### src/rtl/alien_fire_ctrl.sv
// Alien fire controller: paces alien shots with a frame-count cooldown,
// picks a starting column with a Galois LFSR, scans bottom-up for the lowest
// live alien and holds a level fire request (with muzzle coordinates) until
// the bullet stage reports a bullet in flight.
module alien_fire_ctrl #(
  parameter int          COLS            = 8,
  parameter int          ROWS            = 4,
  parameter int          ALIEN_W         = 32,
  parameter int          ALIEN_H         = 24,
  parameter int          SPACING_X       = 48,
  parameter int          SPACING_Y       = 40,
  parameter int          COOLDOWN_FRAMES = 60,
  parameter logic [15:0] LFSR_SEED       = 16'hACE1
) (
  input  logic                 pixel_clk,
  input  logic                 rst,
  input  logic                 fsync,
  input  logic [ROWS*COLS-1:0] alive,
  input  logic [11:0]          group_x,
  input  logic [11:0]          group_y,
  input  logic                 bullet_active,
  output logic                 fire,
  output logic [11:0]          alien_x,
  output logic [11:0]          alien_y,
  output logic [7:0]           shot_count
);

  localparam int CW = $clog2(COLS);
  localparam int RW = (ROWS > 1) ? $clog2(ROWS) : 1;
  localparam int TW = CW + 1;
  localparam int FW = (COOLDOWN_FRAMES > 1) ? $clog2(COOLDOWN_FRAMES) : 1;
  localparam int IW = $clog2(ROWS * COLS);

  // Galois feedback mask for taps 16,14,13,11 (right-shifting form).
  localparam logic [15:0] LFSR_TAPS = 16'hB400;

  typedef enum logic [1:0] {
    S_COOLDOWN,
    S_PICK,
    S_SCAN,
    S_ARMED
  } state_t;

  state_t          state_q, state_d;
  logic [FW-1:0]   frame_q, frame_d;
  logic [15:0]     lfsr_q,  lfsr_d;
  logic [CW-1:0]   col_q,   col_d;
  logic [RW-1:0]   row_q,   row_d;
  logic [TW-1:0]   tries_q, tries_d;
  logic [11:0]     x_q,     x_d;
  logic [11:0]     y_q,     y_d;
  logic [7:0]      shot_q,  shot_d;

  logic [15:0]     lfsr_step;
  logic [IW-1:0]   cell_idx;
  logic [11:0]     hit_x;
  logic [11:0]     hit_y;

  // Next-state, LFSR stepping and muzzle coordinate computation.
  always_comb begin
    // NOTE: every signal written here gets a default first, so no path can
    // leave one unassigned and infer a latch.
    state_d  = state_q;
    frame_d  = frame_q;
    col_d    = col_q;
    row_d    = row_q;
    tries_d  = tries_q;
    x_d      = x_q;
    y_d      = y_q;
    shot_d   = shot_q;

    lfsr_step = lfsr_q[0] ? ((lfsr_q >> 1) ^ LFSR_TAPS) : (lfsr_q >> 1);
    lfsr_d    = fsync ? lfsr_step : lfsr_q;

    // COLS is a power of two, so {row, col} equals row*COLS + col.
    cell_idx = IW'({row_q, col_q});
    hit_x    = group_x + 12'(col_q) * 12'(SPACING_X) + 12'(ALIEN_W / 2);
    hit_y    = group_y + 12'(row_q) * 12'(SPACING_Y) + 12'(ALIEN_H);

    unique case (state_q)
      S_COOLDOWN: begin
        if (fsync) begin
          if (frame_q == FW'(COOLDOWN_FRAMES - 1)) begin
            // Saturated; release only once the previous bullet is gone.
            if (!bullet_active) state_d = S_PICK;
          end else begin
            frame_d = frame_q + FW'(1);
          end
        end
      end

      S_PICK: begin
        col_d   = lfsr_q[CW-1:0];
        row_d   = RW'(ROWS - 1);
        tries_d = '0;
        state_d = S_SCAN;
      end

      S_SCAN: begin
        if (alive[cell_idx]) begin
          x_d     = hit_x;
          y_d     = hit_y;
          state_d = S_ARMED;
        end else if (row_q != '0) begin
          row_d = row_q - RW'(1);
        end else begin
          col_d   = col_q + CW'(1);
          row_d   = RW'(ROWS - 1);
          tries_d = tries_q + TW'(1);
          // Every column visited without a hit: the formation is empty.
          if (tries_q == TW'(COLS - 1)) begin
            state_d = S_COOLDOWN;
            frame_d = '0;
          end
        end
      end

      S_ARMED: begin
        if (bullet_active) begin
          shot_d  = shot_q + 8'd1;
          frame_d = '0;
          state_d = S_COOLDOWN;
        end
      end

      default: state_d = S_COOLDOWN;
    endcase
  end

  // State and datapath registers with synchronous active-high reset.
  always_ff @(posedge pixel_clk) begin
    // NOTE: non-blocking assignments so every register updates from the same
    // pre-edge values regardless of statement order.
    if (rst) begin
      state_q <= S_COOLDOWN;
      frame_q <= '0;
      lfsr_q  <= LFSR_SEED;
      col_q   <= '0;
      row_q   <= '0;
      tries_q <= '0;
      x_q     <= '0;
      y_q     <= '0;
      shot_q  <= '0;
    end else begin
      state_q <= state_d;
      frame_q <= frame_d;
      lfsr_q  <= lfsr_d;
      col_q   <= col_d;
      row_q   <= row_d;
      tries_q <= tries_d;
      x_q     <= x_d;
      y_q     <= y_d;
      shot_q  <= shot_d;
    end
  end

  assign fire       = (state_q == S_ARMED);
  assign alien_x    = x_q;
  assign alien_y    = y_q;
  assign shot_count = shot_q;

endmodule

### config.mk
export PLATFORM = sky130hd
export DESIGN_NAME = alien_fire_ctrl
export DESIGN_NICKNAME = d
export VERILOG_FILES = /design/src/rtl/alien_fire_ctrl.sv
export SDC_FILE = /design/constraint.sdc
export NUM_CORES = 1
export LEC_CHECK = 0
export CAP_MARGIN = 15
export CORE_UTILIZATION = 30
export DETAILED_ROUTE_END_ITERATION = 10
export GPL_TIMING_DRIVEN = 0
export PLACE_DENSITY_LB_ADDON = 0.15
export SYNTH_ARGS = -nofsm -noshare
export SYNTH_HDL_FRONTEND = slang
export SYNTH_SLANG_ARGS = --single-unit
### constraint.sdc
create_clock -name pixel_clk -period 5.3 [get_ports pixel_clk]
set_input_delay 1.06 -clock pixel_clk [delete_from_list [all_inputs] [get_ports pixel_clk]]
set_output_delay 1.06 -clock pixel_clk [all_outputs]
set_load 0.01 [all_outputs]
==> flow_summary.json <==
{
  "status": "finished, final reports clean",
  "synthSimpleGateAreaFrac": 0.173,
  "p_per_area_nw_per_um2": 316,
  "dieArea_um2": 13300,
  "drt_wl_total_um": 9700,
  "fin_ws_ns": 2.14,
  "die_h_um": 115,
  "synth_edf_count": 0,
  "synthFlopType": "dfxtp_1",
  "ff_latch_area_um2": 1300,
  "synthMuxAreaShare": 0.0782,
  "required_ns": 5.54,
  "grt_pass1_vias": 3282,
  "power.internal_uw": 1160,
  "gp_congestion": 0.760,
  "hpwl_um": 7480,
  "synthXorXnorAreaFrac": 0.0479,
  "die_w_um": 115,
  "first_pass_iters": 4,
  "synth_nets": 517,
  "finalClockSkew_ns": 0.00651,
  "yosysWarnings": 0,
  "cts_sinks": 65,
  "pre_cts_slack_ns": 1.79,
  "setup_violations": 0,
  "fmax_ghz": 0.316,
  "maxCapViolCount": 0,
  "detail_route.wl_per_cell_um": 13.9,
  "worstSkewPairLatency_ns": 0.33,
  "first_iter_violations": 89,
  "syn_avg_cell_area_um2": 9.05,
  "synthAdderAreaFrac": 0.113,
  "vias_per_cell": 4.71,
  "critPathArrivalTime_ns": 3.40,
  "grt_max_degree": 14,
  "maxSlewViolCount": 0,
  "tightest_slew_ns": 0.707,
  "rsz0062_at_grt": "false",
  "cts-resized-gates": 0,
  "cp_max_fo": 2,
  "fillCellCount": 1232,
  "finalHoldViolations": 0,
  "hp-class": "flop to flop",
  "fin_crit_ns": 3.16,
  "core_area_um2": 12300,
  "clkPwrFrac": 0.388,
  "seqPwrFrac": 0.330,
  "p_sw_uw": 513,
  "antenna_found_initial": 0,
  "num_rows": 40,
  "area_delta_synth_final_pct": 37.7,
  "grt_first_pass_wirelength_um": 16000,
  "crit_type": "input port to flop",
  "cts_buffer_depth": 2,
  "gr-total-overflow": 0,
  "routed-via-count": 3289,
  "synth_cell_types": 55,
  "post_cts_buffers": 0,
  "end_kind": "flop",
  "fin_setup_tns_ns": 0,
  "netlist_area_um2": 3840,
  "worstSetupStartpointType": "input port",
  "async_reset_ff_frac": 0,
  "ir_drop_mv": 0.121,
  "seq_area_frac_synth": 0.339,
  "pwr-share-comb": 0.282,
  "synth_top_family_by_area": "compound AO/OA/AOI/OAI gates",
  "power.leakage_uw": 0.00199,
  "io_buffers": 91,
  "initial_utilization": 0.313,
  "finalCritPeriodShare": 0.596,
  "grt_util_all_layers": 0.156,
  "num_antenna_cells": 0,
  "fin_nets": 619,
  "drtAntennaViolNets": 0,
  "cts-root-buf": "clkbuf_16",
  "cts_buffers": 9,
  "cts.clk_slew.worst_paths_ns": 0.06,
  "io_pins": 93,
  "ctsHoldBuffers": 0,
  "tritoncts": "yes",
  "relSlewSlack": 0.529,
  "drive_gt1_frac": 0.111,
  "synth-compound-area-share": 0.185,
  "multi_input_area_um2": 2290,
  "syn_inst": 424,
  "switching_share": 0.307,
  "synth_seq_cells": 65,
  "route.detailed.drc": 0,
  "htree_num_levels": 3
}
per-layer routing:
layer | wire, um | global-route usage | share of wire | up-vias
met2 | 4630 | 0.260 | 0.48 | 53
met1 | 4540 | 0.193 | 0.47 | 1535
met3 | 425 | 0.0448 | 0.044 | 6
li1 | - | - | - | 1695
met4 | 102 | 0.0528 | 0.011 | 0
met5 | 0 | 0 | 0 | -
area by class of cell:
class,instances,share of cell area
buffer,21,0.0296
clock buffer,9,0.0426
clock inverter,7,0.0194
inverter,23,0.0163
multi-input combinational,315,0.434
sequential,65,0.246
tap,168,0.0398
timing repair buffer,91,0.172
placed cells by master, fill, tap and decap left out, drive strengths merged, types with 2 or more instances in the layout:
master	instances
bufinv	2
nand2b	2
nor3	4
a31o	2
dfxtp	65
buf	9
ha	30
nor2b	5
and4	2
nand4b	2
o2bb2ai	3
a22oi	4
nor2	28
o21a	2
xor2	10
a21oi	33
nand2	58
or3	5
nand3	21
clkinv	4
a31oi	3
a211oi	13
fa	3
o211ai	3
mux2i	30
a21o	7
clkbuf	21
xnor2	11
a41oi	2
o31ai	3
and2	3
inv	24
o21ai	11
nor3b	2
clkdlybuf4s50	91
per-stage QoR:
| stage | util | total power (uW) | instance area, um2 | hold slack (ns) | cells |
|---|---|---|---|---|---|
| 2_1_floorplan | - | 894 | 3840 | 0.441 | 424 |
| 3_3_place_gp | 0.404 | 1040 | 4960 | 0.448 | 683 |
| 3_5_place_dp | 0.404 | 1040 | 4960 | 0.452 | 683 |
| 4_1_cts | 0.431 | 1700 | 5290 | 0.466 | 699 |
| 5_1_grt | 0.431 | 1780 | 5290 | 0.486 | 699 |
| 6_report | 0.431 | 1670 | 5290 | 0.466 | 699 |
path summary, 6_finish.rpt:
check / startpoint / to / slack, ns / depth (start not counted)
worst min-delay path: alien_x[9] / alien_x[9] / 0.47 / 2
worst min register to register: alien_x[9] / alien_x[9] / 0.47 / 2
worst max register to register: col_q[0] / alien_x[11] / 2.27 / 10
worst max-delay path: group_x[5] / alien_x[11] / 2.14 / 10
sequential cells by signal, indices dropped and copies added, names as in the netlist:
signal	flops
alien_x	12
state_q	2
shot_count	8
tries_q	4
frame_q	6
col_q	3
lfsr_q	16
row_q	2
alien_y	12
synthesized netlist by cell type, drive strengths merged, types with 2 or more instances:
| master | number | share of area |
|---|---|---|
| dfxtp | 65 | 0.34 |
| nand2 | 58 | 0.063 |
| a21oi | 33 | 0.058 |
| ha | 30 | 0.098 |
| mux2i | 30 | 0.078 |
| nor2 | 28 | 0.027 |
| inv | 22 | 0.022 |
| nand3 | 21 | 0.030 |
| a211oi | 13 | 0.031 |
| clkbuf | 12 | 0.012 |
| o21ai | 11 | 0.014 |
| xnor2 | 11 | 0.025 |
| xor2 | 10 | 0.023 |
| buf | 9 | 0.029 |
| a21o | 7 | 0.014 |
| nor2b | 5 | 0.0081 |
| or3 | 5 | 0.0081 |
| a22oi | 4 | 0.0078 |
| nor3 | 4 | 0.0052 |
| a31oi | 3 | 0.0049 |
| and2 | 3 | 0.0049 |
| fa | 3 | 0.016 |
| o211ai | 3 | 0.0059 |
| o2bb2ai | 3 | 0.0068 |
| o31ai | 3 | 0.0072 |
| a31o | 2 | 0.0046 |
| a41oi | 2 | 0.0095 |
| and4 | 2 | 0.0046 |
| nand2b | 2 | 0.0033 |
| nand4b | 2 | 0.0046 |
| nor3b | 2 | 0.0039 |
| o21a | 2 | 0.0039 |
cell families after synthesis:
group           count (synthesis)
compound gates                 94
xor+xnor                       21
fa+ha+maj                      33
buf+inv                        44
flops                          65
mux                            30
simple gates                  137
worst max-delay path: stages:
cell,delay [ns]
clkdlybuf4s50_1,0.41
ha_1,0.29
ha_1,0.23
fa_1,0.40
a21o_1,0.19
a21oi_1,0.22
nor2b_1,0.07
o21ai_0,0.19
xor2_1,0.10
a211oi_1,0.22
power by group through the flow:
stage / registers, uW / logic [uW] / clock network (uW)
final: 553 / 471 / 649
after CTS: 553 / 479 / 666
after global routing: 557 / 533 / 691
after global placement: 562 / 474 / 0
after floorplan: 555 / 338 / 0
after detailed placement: 564 / 475 / 0
No activity file was read; power rests on OpenSTA's default activity.
